$ cat src/rtl/wb_port_arbiter.sv
// Register-file write-port arbiter: the WB-stage pipeline write always wins the single
// RF port; long-latency results wait in a 2-entry age-ordered buffer and drain on idle cycles.
module wb_port_arbiter #(
    parameter int unsigned STARVE_LIMIT = 8
) (
    input  logic        CLK,
    input  logic        RST_N,
    input  logic        RegWriteW,
    input  logic [4:0]  WriteRegW,
    input  logic [31:0] ResultW,
    input  logic        LongValid,
    input  logic [4:0]  LongReg,
    input  logic [31:0] LongData,
    output logic        LongReady,
    output logic        RFWE,
    output logic [4:0]  RFWA,
    output logic [31:0] RFWD,
    output logic        StallReq,
    output logic [1:0]  Pending
);

    localparam logic [3:0] StarveLim = 4'(STARVE_LIMIT);

    // Buffer is kept compacted: entry 0 is always the oldest, entry 1 valid implies entry 0 valid.
    logic        entValid [2];
    logic [4:0]  entReg   [2];
    logic [31:0] entData  [2];

    logic        nxtValid [2];
    logic [4:0]  nxtReg   [2];
    logic [31:0] nxtData  [2];

    logic        keep     [2];
    logic        pipeActive;
    logic        drain;
    logic        enq;
    logic [3:0]  starveCnt;
    logic [3:0]  starveNxt;

    // Handshake: a long result transfers on a rising edge where LongValid and LongReady are both
    // high. LongReady comes from registered state only, so it never depends on LongValid.
    assign pipeActive = RegWriteW && (WriteRegW != 5'd0);
    assign Pending    = {1'b0, entValid[0]} + {1'b0, entValid[1]};
    assign LongReady  = !(entValid[0] && entValid[1]);
    assign drain      = !pipeActive && entValid[0];
    assign enq        = LongValid && LongReady && (LongReg != 5'd0)
                        && !(pipeActive && (LongReg == WriteRegW));

    always_comb begin
        keep[0] = entValid[0] && !drain && !(pipeActive && (entReg[0] == WriteRegW));
        keep[1] = entValid[1] && !(pipeActive && (entReg[1] == WriteRegW));
    end

    // Survivors slide toward entry 0 in age order; an accepted result lands behind them.
    always_comb begin
        nxtValid[0] = 1'b0;
        nxtValid[1] = 1'b0;
        nxtReg[0]   = entReg[0];
        nxtReg[1]   = entReg[1];
        nxtData[0]  = entData[0];
        nxtData[1]  = entData[1];
        if (keep[0]) begin
            nxtValid[0] = 1'b1;
            if (keep[1]) begin
                nxtValid[1] = 1'b1;
            end else if (enq) begin
                nxtValid[1] = 1'b1;
                nxtReg[1]   = LongReg;
                nxtData[1]  = LongData;
            end
        end else if (keep[1]) begin
            nxtValid[0] = 1'b1;
            nxtReg[0]   = entReg[1];
            nxtData[0]  = entData[1];
            if (enq) begin
                nxtValid[1] = 1'b1;
                nxtReg[1]   = LongReg;
                nxtData[1]  = LongData;
            end
        end else if (enq) begin
            nxtValid[0] = 1'b1;
            nxtReg[0]   = LongReg;
            nxtData[0]  = LongData;
        end
    end

    always_comb begin
        starveNxt = starveCnt;
        if (drain || (Pending == 2'd0)) begin
            starveNxt = 4'd0;
        end else if (starveCnt != 4'd15) begin
            starveNxt = starveCnt + 4'd1;
        end
    end

    always_ff @(posedge CLK or negedge RST_N) begin
        if (!RST_N) begin
            entValid  <= '{default: 1'b0};
            entReg    <= '{default: 5'd0};
            entData   <= '{default: 32'd0};
            starveCnt <= 4'd0;
            StallReq  <= 1'b0;
        end else begin
            entValid  <= nxtValid;
            entReg    <= nxtReg;
            entData   <= nxtData;
            starveCnt <= starveNxt;
            StallReq  <= (starveCnt >= StarveLim);
        end
    end

    // Address/data hold their last value when the port is idle.
    always_ff @(posedge CLK or negedge RST_N) begin
        if (!RST_N) begin
            RFWE <= 1'b0;
            RFWA <= 5'd0;
            RFWD <= 32'd0;
        end else if (pipeActive) begin
            RFWE <= 1'b1;
            RFWA <= WriteRegW;
            RFWD <= ResultW;
        end else if (drain) begin
            RFWE <= 1'b1;
            RFWA <= entReg[0];
            RFWD <= entData[0];
        end else begin
            RFWE <= 1'b0;
        end
    end

    compactBuf: assert property (@(posedge CLK) disable iff (!RST_N) entValid[1] |-> entValid[0]);
    noZeroReg:  assert property (@(posedge CLK) disable iff (!RST_N)
                                 entValid[0] |-> (entReg[0] != 5'd0));

endmodule

$ cat config.mk
export PLATFORM = sky130hd
export DESIGN_NAME = wb_port_arbiter
export DESIGN_NICKNAME = d
export VERILOG_FILES = /design/src/rtl/wb_port_arbiter.sv
export SDC_FILE = /design/constraint.sdc
export NUM_CORES = 1
export LEC_CHECK = 0
export ABC_AREA = 0
export BUFFER_PORTS_ARGS = -buffer_cell sky130_fd_sc_hd__buf_2
export CORE_ASPECT_RATIO = 0.6
export CORE_MARGIN = 1
export CORE_UTILIZATION = 45
export CTS_BUF_LIST = sky130_fd_sc_hd__clkbuf_8
export CTS_CLUSTER_SIZE = 20
export DETAILED_ROUTE_END_ITERATION = 10
export MAX_ROUTING_LAYER = met4
export PLACE_DENSITY_LB_ADDON = 0.05
export SLEW_MARGIN = 20
export SYNTH_ARGS = -nofsm -noshare
export SYNTH_HDL_FRONTEND = slang
export SYNTH_SLANG_ARGS = --single-unit
export TNS_END_PERCENT = 1
$ cat constraint.sdc
create_clock -name CLK -period 2.4 [get_ports CLK]
set_input_delay 0.48 -clock CLK [delete_from_list [all_inputs] [get_ports CLK]]
set_output_delay 0.48 -clock CLK [all_outputs]
set_load 0.02 [all_outputs]
==> impl_metrics.csv <==
group,metric,value,unit
critical_path,start_kind,"flop",
logic_synthesis,synthAdderAreaFrac,0.887,%
timing,worst_slew_pin_slew,729,ps
critical_path,crit_type,"reg2reg",
global_routing,grt_pass1_wl,21.1,mm
logic_synthesis,yosys_register_bits,119,
placed_design,place_inst,736,
critical_path,worst_ep_required_time,2710,ps
logic_synthesis,synth-compound-area-share,13.1,%
logic_synthesis,yosys.area.top_type,"dfrtp_1",
timing,hold_violations,0,
route,drc_errors,0,
critical_path,crit_buf_inv,1,
critical_path,rrSetupSlack,270,ps
power_and_ir_drop,vdd_drop_max,545,uV
route,drt-initial-drc-count,143,
placed_design,io_buffers,119,
clock_tree,cts.htree.levels,4,
placed_design,dp_slack,-105,ps
critical_path,cpPeakStageDelay,420,ps
timing,timing.fmax,469,MHz
timing,finalCritPeriodShare,88.9,%
route,dr.pass1.iters,4,
logic_synthesis,synth_nets,548,
floorplanning,ios,120,
status,status,"finished, final reports clean",
logic_synthesis,synth-seq-area-share,55.6,%
flow_run,maxCapViolCount,0,
route,drt-vias-per-instance,5.15,
clock_tree,cts_made_buffers,17,
final_layout,nFillCells,996,
timing,finalSetupViolCount,0,
timing,worst_clock_skew,11.1,ps
floorplanning,rows,30,
floorplanning,die_h,86.5,um
final_layout,layout-drive-gt1-share,36.3,%
route,final_antenna_net_count,0,
global_routing,track_usage,23.4,%
timing,slew_headroom,51.4,%
timing,fin_crit,2130,ps
worst_hold_path,min_path_type,"in2reg",
power_and_ir_drop,switchingPower,0.00331,W
placed_design,dp_hpwl,8.70,mm
clock_tree,cts_buffer_depth,2,
timing,rsz0062_at_grt,"no",
final_layout,final_util,58.3,%
global_routing,grt_pass1_vias,4100,
global_routing,antenna_found_initial,1,
critical_path,worstPathArrival,2450,ps
clock_tree,cts.sinks,119,
critical_path,crit_chain,"xnor2_1, nand3_1, o311ai_4, xor2_1, nand2b_2, buf_12, mux2_4",
global_routing,grt-ovfl-total,0,
clock_tree,clk_latency,430,ps
critical_path,crit_path_top_delay_cell,"dfrtp_1",
logic_synthesis,synthSimpleGateAreaFrac,7.10,%
power_and_ir_drop,combPwrFrac,41.7,%
logic_synthesis,avgSynthCellArea,11.5,um2
floorplanning,dieArea,0.0124,mm2
power_and_ir_drop,p_int,0.00550,W
logic_synthesis,yosysUniqueCellTypes,32,
logic_synthesis,ys.flop_type,"dfrtp_1",
critical_path,cpLargestDelayFamily,"flip-flops",
logic_synthesis,synth.area.mux_share,17.2,%
route,wire_per_inst,16.8,um
power_and_ir_drop,seqPwrFrac,39.1,%
logic_synthesis,yosys.area.top_type_share,55.6,%
clock_tree,ctsResizeCount,0,
global_routing,grt_max_degree,71,
clock_tree,cts_root_buffer,"clkbuf_8",
floorplanning,die_w,143,um
critical_path,path_max_fanout,19,
floorplanning,start_util,46.8,%
logic_synthesis,synth_top_family_by_area,"multiplexers",
logic_synthesis,synth-edff-count,0,
final_layout,layout_common_cells,"dfrtp_1 (118), buf_2 (118), nor2_1 (41)",
timing,layout_setup_ws,266,ps
critical_path,endpoint_kind,"flop",
power_and_ir_drop,power,0.00880,W
placed_design,gp_congestion,0.858,
route,num_vias,3966,
power_and_ir_drop,power_density,1320,mW/mm2
power_and_ir_drop,p_leak,3.24,nW
logic_synthesis,syn_inst,467,
power_and_ir_drop,p_sw_share,37.6,%
logic_synthesis,ys_async_sr_fraction,100,%
logic_synthesis,ys_warn_count,0,
floorplanning,coreArea,0.0114,mm2
logic_synthesis,synth_xor_area_share,2.78,%
logic_synthesis,ys_top_cells_by_area,"dfrtp_1 (56%), mux2_4 (8.4%), mux2i_1 (7.3%)",
clock_tree,cts_setup_buffers,0,
power_and_ir_drop,p_clk_share,19.2,%
route,finalWirelength,12.9,mm
final_layout,syn2layout_area_growth,24.5,%
timing,tns,0,ps
final_layout,nNetsFinal,677,
clock_tree,clk_pin_slew,80,ps
final_layout,final_cells,770,
logic_synthesis,synth.cell_area,0.00536,mm2
timing,slew_viol_final,0,
clock_tree,hold_buffers,1,
clock_tree,cts_tree,"built",
[cell families after synthesis]
group           count (synthesis)
compound gates                119
xor+xnor                       17
flops                         119
fa+ha+maj                       4
simple gates                   94
buf+inv                        38
mux                            76
[routing by layer]
layer / vias up / track usage [%] / part of all wire (%)
met5: - / - / 0
met2: 86 / 34.4 / 45
li1: 1913 / - / -
met3: 15 / 5.36 / 3.9
met1: 1952 / 32.3 / 50
met4: 0 / 7.33 / 1.0
[worst reg2reg max path, delay by kind of cell, from the launching register on]
family / cells / cell delay, ps
XOR/XNOR: 2 / 390
buffers and inverters: 1 / 190
multiplexers: 1 / 330
flip-flops: 1 / 420
AO/OA/AOI/OAI: 1 / 380
AND/OR/NAND/NOR: 2 / 310
[synthesized netlist by cell type (all sizes together) (2+ instances only)]
cell    count
clkbuf     19
mux2       37
xor2        5
nand3       6
nand2      39
o22ai      37
xnor2      12
inv         4
dfrtp     119
o21ai      38
a21oi      37
buf        15
ha          3
nand2b      3
nor3        2
mux2i      39
nor2       41
[power groups by stage]
stage          Combinational (W)  Clock, W  Sequential, W
3_3_place_gp             0.00358         0        0.00344
6_report                 0.00367   0.00169        0.00344
4_1_cts                  0.00371   0.00173        0.00345
5_1_grt                  0.00399   0.00184        0.00356
2_1_floorplan            0.00242         0        0.00357
3_5_place_dp             0.00370         0        0.00346
[path summary, 6_finish.rpt]
path / cells after the start / start / endpoint
worst max register to register: 7 / entReg[8]$_DFFE_PN0P_ / entData[15]$_DFFE_PN0P_
max in group asynchronous: 3 / RST_N / starveCnt[0]$_DFFE_PN0P_
worst max-delay path: 7 / entReg[8]$_DFFE_PN0P_ / entData[15]$_DFFE_PN0P_
worst min-delay path: 3 / ResultW[5] / RFWD[5]$_DFFE_PN0P_
worst min register to register: 0 / starveCnt[3]$_DFFE_PN0P_ / StallReq$_DFF_PN0_
min in group asynchronous: 2 / RST_N / entData[22]$_DFFE_PN0P_
[cell type report]
| type | count | area, um2 | share of cell area [%] |
|---|---|---|---|
| multi-input cells | 310 | 2220 | 33.3 |
| inverters | 4 | 15.0 | 0.225 |
| flip-flops and latches | 119 | 2980 | 44.6 |
| clock inverters | 15 | 133 | 1.99 |
| clock buffers | 17 | 234 | 3.51 |
| repair buffers | 144 | 888 | 13.3 |
| diodes | 1 | 2.50 | 0.0375 |
| well taps | 160 | 200 | 3.00 |
[flip-flops by register name (all words and copies together), names as in the netlist]
signal,flops
entReg,10
RFWE,1
RFWA,5
entData,64
StallReq,1
entValid,2
RFWD,32
starveCnt,4
[per-stage QoR]
| step | hold WS [ps] | area, um2 |
|---|---|---|
| 3_3_place_gp | 433 | 6290 |
| 5_1_grt | 242 | 6670 |
| 6_report | 253 | 6670 |
| 2_1_floorplan | 184 | 5370 |
| 4_1_cts | 230 | 6670 |
| 3_5_place_dp | 437 | 6290 |
No activity file was read; power rests on OpenSTA's default activity.
